**src/rtl/im_port_if.sv**
```systemverilog
// Bundle of the fetch port, debug/loader port and instruction-memory port
// seen by the instruction-memory arbiter.
interface im_port_if #(
   parameter int AW = 11
);
   logic          if_req;
   logic [31:0]   if_addr;
   logic          if_gnt;
   logic          if_rvalid;
   logic [31:0]   if_rdata;
   logic          if_err;

   logic          dbg_req;
   logic          dbg_we;
   logic [31:0]   dbg_addr;
   logic [31:0]   dbg_wdata;
   logic          dbg_halt;
   logic          dbg_gnt;
   logic          dbg_rvalid;
   logic          dbg_err;
   logic [31:0]   dbg_rdata;

   logic          mem_ena;
   logic          mem_wea;
   logic [AW-1:0] mem_addr;
   logic [31:0]   mem_dina;
   logic [31:0]   mem_douta;

   logic [15:0]   stall_cnt;

   // Arbiter side
   modport slave (
      input  if_req, if_addr,
      input  dbg_req, dbg_we, dbg_addr, dbg_wdata, dbg_halt,
      input  mem_douta,
      output if_gnt, if_rvalid, if_rdata, if_err,
      output dbg_gnt, dbg_rvalid, dbg_err, dbg_rdata,
      output mem_ena, mem_wea, mem_addr, mem_dina,
      output stall_cnt
   );

   // Requester / memory side
   modport master (
      output if_req, if_addr,
      output dbg_req, dbg_we, dbg_addr, dbg_wdata, dbg_halt,
      output mem_douta,
      input  if_gnt, if_rvalid, if_rdata, if_err,
      input  dbg_gnt, dbg_rvalid, dbg_err, dbg_rdata,
      input  mem_ena, mem_wea, mem_addr, mem_dina,
      input  stall_cnt
   );
endinterface

```
**src/rtl/im_port_arbiter.sv**
```systemverilog
// Round-robin arbiter sharing one instruction-memory port between instruction
// fetch and a debug/loader port, with a fixed one-cycle response path.
module im_port_arbiter #(
   parameter int AW = 11
) (
   input logic       clk,
   input logic       rst,
   im_port_if.slave  bus
);

   typedef enum logic {
      OWN_FETCH = 1'b0,
      OWN_DBG   = 1'b1
   } owner_t;

   owner_t        last_gnt_reg;
   owner_t        resp_owner_reg;
   logic          resp_valid_reg;
   logic          resp_write_reg;
   logic          resp_err_reg;
   logic [15:0]   stall_cnt_reg;

   logic          fetch_elig;
   logic          dbg_elig;
   logic          gnt_fetch;
   logic          gnt_dbg;
   logic          any_gnt;
   logic [31:0]   sel_addr;
   logic          addr_legal;
   logic          if_resp;
   logic          dbg_resp;
   logic [31:0]   resp_data;

   // Grants are gated by rst so every request-side output is quiet during reset.
   always_comb begin
      fetch_elig = bus.if_req & ~bus.dbg_halt & ~rst;
      dbg_elig   = bus.dbg_req & ~rst;
      gnt_dbg    = dbg_elig & (~fetch_elig | (last_gnt_reg == OWN_FETCH));
      gnt_fetch  = fetch_elig & ~gnt_dbg;
      any_gnt    = gnt_fetch | gnt_dbg;
      sel_addr   = gnt_dbg ? bus.dbg_addr : bus.if_addr;
      addr_legal = (sel_addr[1:0] == 2'b00) && (sel_addr[31:AW+2] == '0);
   end

   assign bus.if_gnt   = gnt_fetch;
   assign bus.dbg_gnt  = gnt_dbg;
   assign bus.mem_ena  = any_gnt & addr_legal;
   assign bus.mem_wea  = gnt_dbg & bus.dbg_we & addr_legal;
   assign bus.mem_addr = sel_addr[AW+1:2];
   assign bus.mem_dina = bus.dbg_wdata;

   always_ff @(posedge clk or posedge rst) begin
      if (rst) begin
         last_gnt_reg   <= OWN_DBG;
         resp_owner_reg <= OWN_FETCH;
         resp_valid_reg <= 1'b0;
         resp_write_reg <= 1'b0;
         resp_err_reg   <= 1'b0;
      end else begin
         resp_valid_reg <= any_gnt;
         if (any_gnt) begin
            resp_owner_reg <= gnt_dbg ? OWN_DBG : OWN_FETCH;
            resp_write_reg <= gnt_dbg & bus.dbg_we;
            resp_err_reg   <= ~addr_legal;
            last_gnt_reg   <= gnt_dbg ? OWN_DBG : OWN_FETCH;
         end
      end
   end

   // Starvation counter saturates instead of wrapping.
   always_ff @(posedge clk or posedge rst) begin
      if (rst) begin
         stall_cnt_reg <= '0;
      end else if (bus.if_req && !gnt_fetch && (stall_cnt_reg != 16'hFFFF)) begin
         stall_cnt_reg <= stall_cnt_reg + 16'd1;
      end
   end

   assign bus.stall_cnt = stall_cnt_reg;

   always_comb begin
      if_resp   = resp_valid_reg & (resp_owner_reg == OWN_FETCH);
      dbg_resp  = resp_valid_reg & (resp_owner_reg == OWN_DBG);
      resp_data = (resp_write_reg | resp_err_reg) ? 32'd0 : bus.mem_douta;
   end

   assign bus.if_rvalid  = if_resp;
   assign bus.if_err     = if_resp & resp_err_reg;
   assign bus.if_rdata   = if_resp ? resp_data : 32'd0;
   assign bus.dbg_rvalid = dbg_resp;
   assign bus.dbg_err    = dbg_resp & resp_err_reg;
   assign bus.dbg_rdata  = dbg_resp ? resp_data : 32'd0;

endmodule

```
**src/flat_wrapper.sv**
```systemverilog
// flat-port wrapper written by rule: the top's interface ports become plain ports
module im_port_arbiter_flat 
#(
   parameter int AW = 11
)
  (clk, rst, bus_if_req, bus_if_addr, bus_dbg_req, bus_dbg_we, bus_dbg_addr, bus_dbg_wdata, bus_dbg_halt, bus_mem_douta, bus_if_gnt, bus_if_rvalid, bus_if_rdata, bus_if_err, bus_dbg_gnt, bus_dbg_rvalid, bus_dbg_err, bus_dbg_rdata, bus_mem_ena, bus_mem_wea, bus_mem_addr, bus_mem_dina, bus_stall_cnt);
  im_port_if #(.AW(AW)) bus_i ();
  input logic clk;
  input logic rst;
  input wire logic [$bits(bus_i.if_req)-1:0] bus_if_req;
  input wire logic [$bits(bus_i.if_addr)-1:0] bus_if_addr;
  input wire logic [$bits(bus_i.dbg_req)-1:0] bus_dbg_req;
  input wire logic [$bits(bus_i.dbg_we)-1:0] bus_dbg_we;
  input wire logic [$bits(bus_i.dbg_addr)-1:0] bus_dbg_addr;
  input wire logic [$bits(bus_i.dbg_wdata)-1:0] bus_dbg_wdata;
  input wire logic [$bits(bus_i.dbg_halt)-1:0] bus_dbg_halt;
  input wire logic [$bits(bus_i.mem_douta)-1:0] bus_mem_douta;
  output wire logic [$bits(bus_i.if_gnt)-1:0] bus_if_gnt;
  output wire logic [$bits(bus_i.if_rvalid)-1:0] bus_if_rvalid;
  output wire logic [$bits(bus_i.if_rdata)-1:0] bus_if_rdata;
  output wire logic [$bits(bus_i.if_err)-1:0] bus_if_err;
  output wire logic [$bits(bus_i.dbg_gnt)-1:0] bus_dbg_gnt;
  output wire logic [$bits(bus_i.dbg_rvalid)-1:0] bus_dbg_rvalid;
  output wire logic [$bits(bus_i.dbg_err)-1:0] bus_dbg_err;
  output wire logic [$bits(bus_i.dbg_rdata)-1:0] bus_dbg_rdata;
  output wire logic [$bits(bus_i.mem_ena)-1:0] bus_mem_ena;
  output wire logic [$bits(bus_i.mem_wea)-1:0] bus_mem_wea;
  output wire logic [$bits(bus_i.mem_addr)-1:0] bus_mem_addr;
  output wire logic [$bits(bus_i.mem_dina)-1:0] bus_mem_dina;
  output wire logic [$bits(bus_i.stall_cnt)-1:0] bus_stall_cnt;
  assign bus_i.if_req = bus_if_req;
  assign bus_i.if_addr = bus_if_addr;
  assign bus_i.dbg_req = bus_dbg_req;
  assign bus_i.dbg_we = bus_dbg_we;
  assign bus_i.dbg_addr = bus_dbg_addr;
  assign bus_i.dbg_wdata = bus_dbg_wdata;
  assign bus_i.dbg_halt = bus_dbg_halt;
  assign bus_i.mem_douta = bus_mem_douta;
  assign bus_if_gnt = bus_i.if_gnt;
  assign bus_if_rvalid = bus_i.if_rvalid;
  assign bus_if_rdata = bus_i.if_rdata;
  assign bus_if_err = bus_i.if_err;
  assign bus_dbg_gnt = bus_i.dbg_gnt;
  assign bus_dbg_rvalid = bus_i.dbg_rvalid;
  assign bus_dbg_err = bus_i.dbg_err;
  assign bus_dbg_rdata = bus_i.dbg_rdata;
  assign bus_mem_ena = bus_i.mem_ena;
  assign bus_mem_wea = bus_i.mem_wea;
  assign bus_mem_addr = bus_i.mem_addr;
  assign bus_mem_dina = bus_i.mem_dina;
  assign bus_stall_cnt = bus_i.stall_cnt;
  im_port_arbiter #(.AW(AW)) u_core (.clk(clk), .rst(rst), .bus(bus_i));
endmodule
```
**config.mk**
```make
export PLATFORM = sky130hd
export DESIGN_NAME = im_port_arbiter_flat
export DESIGN_NICKNAME = d
export VERILOG_FILES = /design/src/rtl/im_port_if.sv /design/src/rtl/im_port_arbiter.sv /design/src/flat_wrapper.sv
export SDC_FILE = /design/constraint.sdc
export NUM_CORES = 1
export LEC_CHECK = 0
export ABC_AREA = 1
export ABC_CLOCK_PERIOD_IN_PS = 2100
export BUFFER_PORTS_ARGS = -buffer_cell sky130_fd_sc_hd__clkbuf_2
export CORE_AREA = 3 3 101 103
export CTS_BUF_LIST = sky130_fd_sc_hd__clkbuf_8
export DETAILED_ROUTE_END_ITERATION = 8
export DIE_AREA = 0 0 104 106
export REMOVE_ABC_BUFFERS = 1
export SETUP_SLACK_MARGIN = 0.5
export SLEW_MARGIN = 10
export SYNTH_ARGS = -nofsm -noshare
export SYNTH_HDL_FRONTEND = slang
export SYNTH_SLANG_ARGS = --single-unit
```
**constraint.sdc**
```tcl
create_clock -name clk -period 2.1 [get_ports clk]
set_input_delay 0.105 -clock clk [delete_from_list [all_inputs] [get_ports clk]]
set_output_delay 0.105 -clock clk [all_outputs]
set_load 0.05 [all_outputs]
```
==> results of run 1 <==
routing by layer:
layer / track usage [%] / routed length (um) / vias to the layer above
met4: 6.74 / 483 / 24
met1: 20.3 / 4230 / 1419
met2: 36.4 / 6340 / 205
met3: 22.8 / 2790 / 48
li1: - / - / 1546
met5: 0.952 / 152 / -
power breakdown:
| part | internal, mW | leakage, nW | switching, mW |
|---|---|---|---|
| combinational | 0.269 | 1.84 | 0.584 |
| clock | 0.132 | 0.0255 | 0.140 |
| sequential | 0.468 | 0.269 | 0.0917 |
| total | 0.869 | 2.14 | 0.816 |
layout make-up:
| class | instances | area share [%] |
|---|---|---|
| Clock buffer | 3 | 1.03 |
| Tap cell | 129 | 4.04 |
| Sequential cell | 21 | 13.2 |
| Timing Repair inverter | 1 | 0.188 |
| Inverter | 57 | 5.52 |
| Clock inverter | 1 | 0.125 |
| Multi-Input combinational cell | 274 | 38.9 |
| Timing Repair Buffer | 214 | 37.0 |
worst reg2reg max path, stage by stage, from the launching register on:
cell,delay [ps]
dfstp_2,560
nand3_4,100
nand2_8,120
buf_4,140
nand2_1,60
nand2_2,80
nor2_2,60
buf_4,170
nand2_1,60
o21ai_0,70
per-stage QoR:
stage	worst slack (ps)	total power, mW	instances	util, %	hold WS [ps]
after floorplan	-558	1.04	351	-	89.0
after detailed placement	502	1.30	686	34.0	198
after global routing	365	1.80	700	43.0	171
after CTS	477	1.63	697	38.6	126
final	449	1.69	700	43.0	150
after global placement	576	1.29	686	34.0	179
what timing repair did:
action / 4_1_cts / 5_1_grt
buffers inserted: 4 / 1
cloned: 2 / 2
endpoints found under the hold margin: 20 / 0
resized for setup: 100 / 150
hold buffers: 1 / 0
pin swaps: 3 / 8
setup endpoints to repair: 78 / 95
logic make-up (layout without fill, tap and decap cells):
logic type                 after synthesis  count (layout)  share of synthesized area, %
xor gates and xnor gates                 7               7                          2.70
buffers and inverters                  106             276                          23.7
and+or+nand+nor                        254             255                          47.4
adders and majority gates                1               1                         0.550
AOI/OAI and AO/OA                       11              11                          2.48
DFF                                     21              21                          23.2
placed cells by master (no fill, tap or decap), types with 2 or more instances in the layout:
master / count
clkbuf_2: 122
nor2_1: 44
inv_2: 2
buf_6: 11
clkbuf_8: 7
nor3_1: 19
buf_4: 59
nor3_4: 3
o21ai_0: 9
clkinvlp_4: 2
clkbuf_16: 2
dfrtp_1: 19
nand2_1: 110
xor2_1: 3
buf_8: 8
nand4_1: 4
inv_1: 53
nor2_2: 6
nor3_2: 42
clkbuf_4: 6
nand3_1: 6
nand2_2: 15
xnor2_1: 4
worst max path at each step:
stage	from	end	slack, ps	cells past startpoint
after global placement	u_core.last_gnt_reg	bus_mem_addr[6]	580	6
after detailed placement	u_core.last_gnt_reg	bus_mem_addr[3]	500	6
final	u_core.last_gnt_reg	bus_mem_addr[2]	450	6
after global routing	u_core.last_gnt_reg	bus_mem_addr[7]	370	6
after floorplan	u_core.resp_err_reg	bus_dbg_rdata[0]	-560	3
after CTS	u_core.last_gnt_reg	bus_mem_addr[3]	480	6
==> flow_summary.json, run 1 <==
{
  "syn_area_um2": 2270,
  "grt_pass1_vias": 2894,
  "rr_endpoint": "u_core.bus.stall_cnt[10]",
  "outcome": "completed",
  "cts_tree": "built",
  "place.gp.congestion": 0.862,
  "die_w_um": 104,
  "finalHoldViolCount": 0,
  "maxCapViolations": 0,
  "cp_max_fo": 6,
  "rsz0062_at_grt": "yes",
  "synth_top_area_share_pct": 22.0,
  "clock_latency_ps": 270,
  "placement.cell_area_um2": 3160,
  "slew_violations": 0,
  "grt_usage_pct": 22.9,
  "drive_gt1_share_pct": 52.2,
  "vdd_drop_max_uv": 546,
  "clock_path_buffers": 2,
  "syn_avg_cell_area_um2": 5.68,
  "hold_end": "u_core.resp_write_reg",
  "power_density_nw_per_um2": 422,
  "initial_core_util_pct": 24.5,
  "grt_pass1_wl_mm": 18.6,
  "route.vias.total": 3242,
  "critPathBufInv": 2,
  "synthCells": 400,
  "critPathCaptureType": "primary output",
  "synth_flop_cell": "dfrtp_1",
  "cts_buffers": 3,
  "ff_latch_area_um2": 528,
  "routedWlPerCell_um": 20.0,
  "synth_edf_count": 0,
  "fillers": 962,
  "die_area_um2": 11000,
  "max_freq_ghz": 0.606,
  "fin_area_um2": 3990,
  "cpMaxStageDelayCell": "dfstp_2",
  "grt_max_degree": 65,
  "hold_start": "bus_dbg_we",
  "drc": 0,
  "multi_input_area_um2": 1550,
  "critPathRequiredTime_ps": 2000,
  "largest_reg_flops": 16,
  "skew_ps": 7.79,
  "critPathLaunchType": "register",
  "antenna_cells": 0,
  "r2r_cells": 9,
  "path_clk_slew_ps": 80,
  "ys_top_cells_by_area": "dfrtp_1 22%, nand2_1 20%, nor3_1 14%",
  "synth_most_common_cell": "nand2_1",
  "rows": 35,
  "root_buffer": "clkbuf_8",
  "timing.rr.start": "u_core.last_gnt_reg",
  "cts_num_sinks": 21,
  "critical_path_class": "reg -> out",
  "detail-route-antenna-nets": 0,
  "ys_async_sr_fraction_pct": 100,
  "cp_top_family": "flip-flops",
  "dp_hpwl_mm": 11.5,
  "max_stage_delay_ps": 560,
  "synth_cell_types": 23,
  "rrSetupSlack_ps": 580,
  "grt_overflow": 0,
  "finalWirelength_mm": 14.0,
  "hp-class": "in -> reg",
  "crit_arrival_ps": 1550,
  "ys.warnings.count": 0,
  "core-area_um2": 9280,
  "drt_iter0_markers": 139,
  "grt_antenna_before_repair": 12,
  "vias_per_cell": 4.63,
  "areaGrowthSynthToFinish_pct": 75.6,
  "tightest_slew_ps": 362,
  "fin_nets": 707,
  "drt_pass1_iterations": 4,
  "period_needed_ps": 1650,
  "cp_common_cell": "nand2_1",
  "ys_seq_area_share_pct": 23.2,
  "slew_headroom_pct": 75.9,
  "post-route-period-util_pct": 78.6,
  "leakage_nw": 2.14,
  "die_y_um": 106,
  "htree_levels": 1,
  "boundaryPins": 265,
  "hold_path_depth": 3,
  "finalSetupViolations": 0,
  "worstPathCellList": "nand3_4 -> nand2_8 -> clkinvlp_4 -> nand2_1 -> nand2_1 -> clkbuf_8",
  "ys_ff_latch": 21,
  "setup_tns_ps": 0,
  "yosys.area.top_type": "dfrtp_1",
  "io_buffers": 200,
  "synth_common_cells": "123 x nand2_1, 64 x nor3_1, 55 x inv_1, 47 x nor2_1, 33 x buf_4"
}
Note: power is estimated with default switching activity, not from simulation.
==> run 2, diff against run 1 <==
--- a/config.mk
+++ b/config.mk
@@ -6,7 +6,7 @@
 export NUM_CORES = 1
 export LEC_CHECK = 0
 export ABC_AREA = 1
-export ABC_CLOCK_PERIOD_IN_PS = 2100
+export ABC_CLOCK_PERIOD_IN_PS = 1400
 export BUFFER_PORTS_ARGS = -buffer_cell sky130_fd_sc_hd__clkbuf_2
 export CORE_AREA = 3 3 101 103
 export CTS_BUF_LIST = sky130_fd_sc_hd__clkbuf_8
==> constraint.sdc (replaced) <==
create_clock -name clk -period 1.4 [get_ports clk]
set_input_delay 0.07 -clock clk [delete_from_list [all_inputs] [get_ports clk]]
set_output_delay 0.07 -clock clk [all_outputs]
set_load 0.05 [all_outputs]
==> flow_summary.json, run 2 (synthesis results as in run 1) <==
{
  "outcome": "finished, violations left",
  "violations": "negative setup slack",
  "cts_buffers": 3,
  "die_y_um": 106,
  "rrSetupSlack_ps": -50,
  "clock_power_share_pct": 12.2,
  "core-area_um2": 9280,
  "post-route-period-util_pct": 116,
  "die_area_um2": 11000,
  "critPathRequiredTime_ps": 1330,
  "hold_path_depth": 0,
  "worstPathCellList": "nand3_4 -> nand2_8 -> clkinvlp_4 -> nand2_1 -> nand2_2 -> buf_8",
  "io_buffers": 200,
  "max_freq_ghz": 0.617,
  "rr_endpoint": "u_core.bus.stall_cnt[9]",
  "power_frac_comb_pct": 64.5,
  "fin_ws_ps": -221,
  "drt_pass1_iterations": 4,
  "met2_usage_pct": 45.2,
  "boundaryPins": 265,
  "dp_hpwl_mm": 11.6,
  "leakage_nw": 3.16,
  "period_needed_ps": 1620,
  "netSwitchingPower_mw": 1.54,
  "initial_core_util_pct": 24.5,
  "critPathLaunchType": "register",
  "hold_start": "bus_dbg_wdata[17]",
  "cts_tree": "built",
  "swShare_pct": 44.5,
  "largest_reg_flops": 16,
  "drt_iter0_markers": 201,
  "path_clk_slew_ps": 90,
  "finalWirelength_mm": 17.7,
  "critPathCaptureType": "primary output",
  "drive_gt1_share_pct": 62.9,
  "critPathBufInv": 2,
  "clock_path_buffers": 2,
  "route.vias.total": 3656,
  "rsz0062_at_grt": "yes",
  "finalSetupViolations": 96,
  "max_stage_delay_ps": 560,
  "grt_max_degree": 35,
  "cp_max_fo": 6,
  "grt_pass1_vias": 3538,
  "r2r_cells": 9,
  "fin_nets": 756,
  "grt_pass1_wl_mm": 22.9,
  "busiest_layer": "met2",
  "cts_num_sinks": 21,
  "gr-usage-met1_pct": 24.8,
  "critical_path_class": "reg -> out",
  "place.gp.congestion": 0.918,
  "slew_violations": 0,
  "intPower_mw": 1.92,
  "crit_arrival_ps": 1550,
  "htree_levels": 1,
  "tightest_slew_ps": 463,
  "vdd_drop_max_uv": 809,
  "cp_top_family": "flip-flops",
  "clock_latency_ps": 260,
  "grt_use_met3_pct": 24.5,
  "routedWlPerCell_um": 23.6,
  "vias_per_cell": 4.87,
  "final_util_pct": 66.1,
  "finalHoldViolCount": 0,
  "areaGrowthSynthToFinish_pct": 170,
  "hp-class": "in -> out",
  "cpMaxStageDelayCell": "dfstp_2",
  "setup_tns_ps": -12770,
  "seqPwrFrac_pct": 23.2,
  "final_cell_mix": "101 x nand2_1, 101 x clkbuf_2, 65 x buf_8",
  "grt_usage_pct": 27.8,
  "detail-route-antenna-nets": 0,
  "root_buffer": "clkbuf_8",
  "hold_end": "bus_mem_dina[17]",
  "timing.rr.start": "u_core.last_gnt_reg",
  "rows": 35,
  "die_w_um": 104,
  "drc": 0,
  "grt_overflow": 0,
  "grt_antenna_before_repair": 10,
  "power_density_nw_per_um2": 563,
  "skew_ps": 1.80,
  "slew_headroom_pct": 69.0,
  "maxCapViolations": 0
}
## run 2: how the worst max path moves through the flow
stage / from / to / slack (ps) / cells past startpoint
2_1_floorplan: u_core.resp_err_reg / bus_dbg_rdata[0] / -1220 / 3
3_3_place_gp: u_core.last_gnt_reg / bus_mem_ena / 60 / 7
3_5_place_dp: u_core.bus.stall_cnt[1] / u_core.bus.stall_cnt[9] / 20 / 9
4_1_cts: u_core.last_gnt_reg / bus_mem_addr[6] / -200 / 6
5_1_grt: u_core.last_gnt_reg / bus_mem_addr[6] / -270 / 6
6_report: u_core.last_gnt_reg / bus_mem_addr[6] / -220 / 6
## run 2: layer usage
layer	vias to the layer above	wire length, um
met1	1670	5260
li1	1664	-
met3	49	3300
met2	255	8170
met5	-	113
met4	18	858
## run 2: stage by stage
step                hold WS [ps]  cell area, um^2  total power, mW  setup WS [ps]  std cells
floorplan                   54.0             1950             1.56          -1220        351
global placement             140             3560             2.09           59.9        711
detailed placement           140             3560             2.11           17.5        711
CTS                          140             5440             3.17           -197        735
global route                 140             6130             3.62           -267        749
finish                       140             6140             3.46           -221        750
## run 2: layout make-up
| class | count | area, um^2 |
|---|---|---|
| antenna | 1 | 2.50 |
| fill | 680 | 3150 |
| sequential | 21 | 529 |
| clock buffer | 3 | 41.3 |
| tap | 129 | 161 |
| clock inverter | 1 | 5.00 |
| timing repair inverter | 1 | 7.51 |
| timing repair buffer | 264 | 3020 |
| inverter | 57 | 238 |
| multi-input combinational | 273 | 2130 |
## run 2: power groups by stage
stage | sequential, mW | clock [mW] | combinational, mW
finish | 0.803 | 0.423 | 2.23
CTS | 0.788 | 0.429 | 1.96
global placement | 0.785 | 0 | 1.30
global route | 0.815 | 0.454 | 2.35
detailed placement | 0.789 | 0 | 1.32
floorplan | 1.08 | 0 | 0.484
## run 2: what timing repair did
item,4_1_cts,5_1_grt
hold endpoints to repair,20,0
setup buffers,9,8
gates cloned,10,6
pin swaps,13,23
hold buffers,1,0
endpoints found under the setup margin,120,120
gates resized for setup,324,182
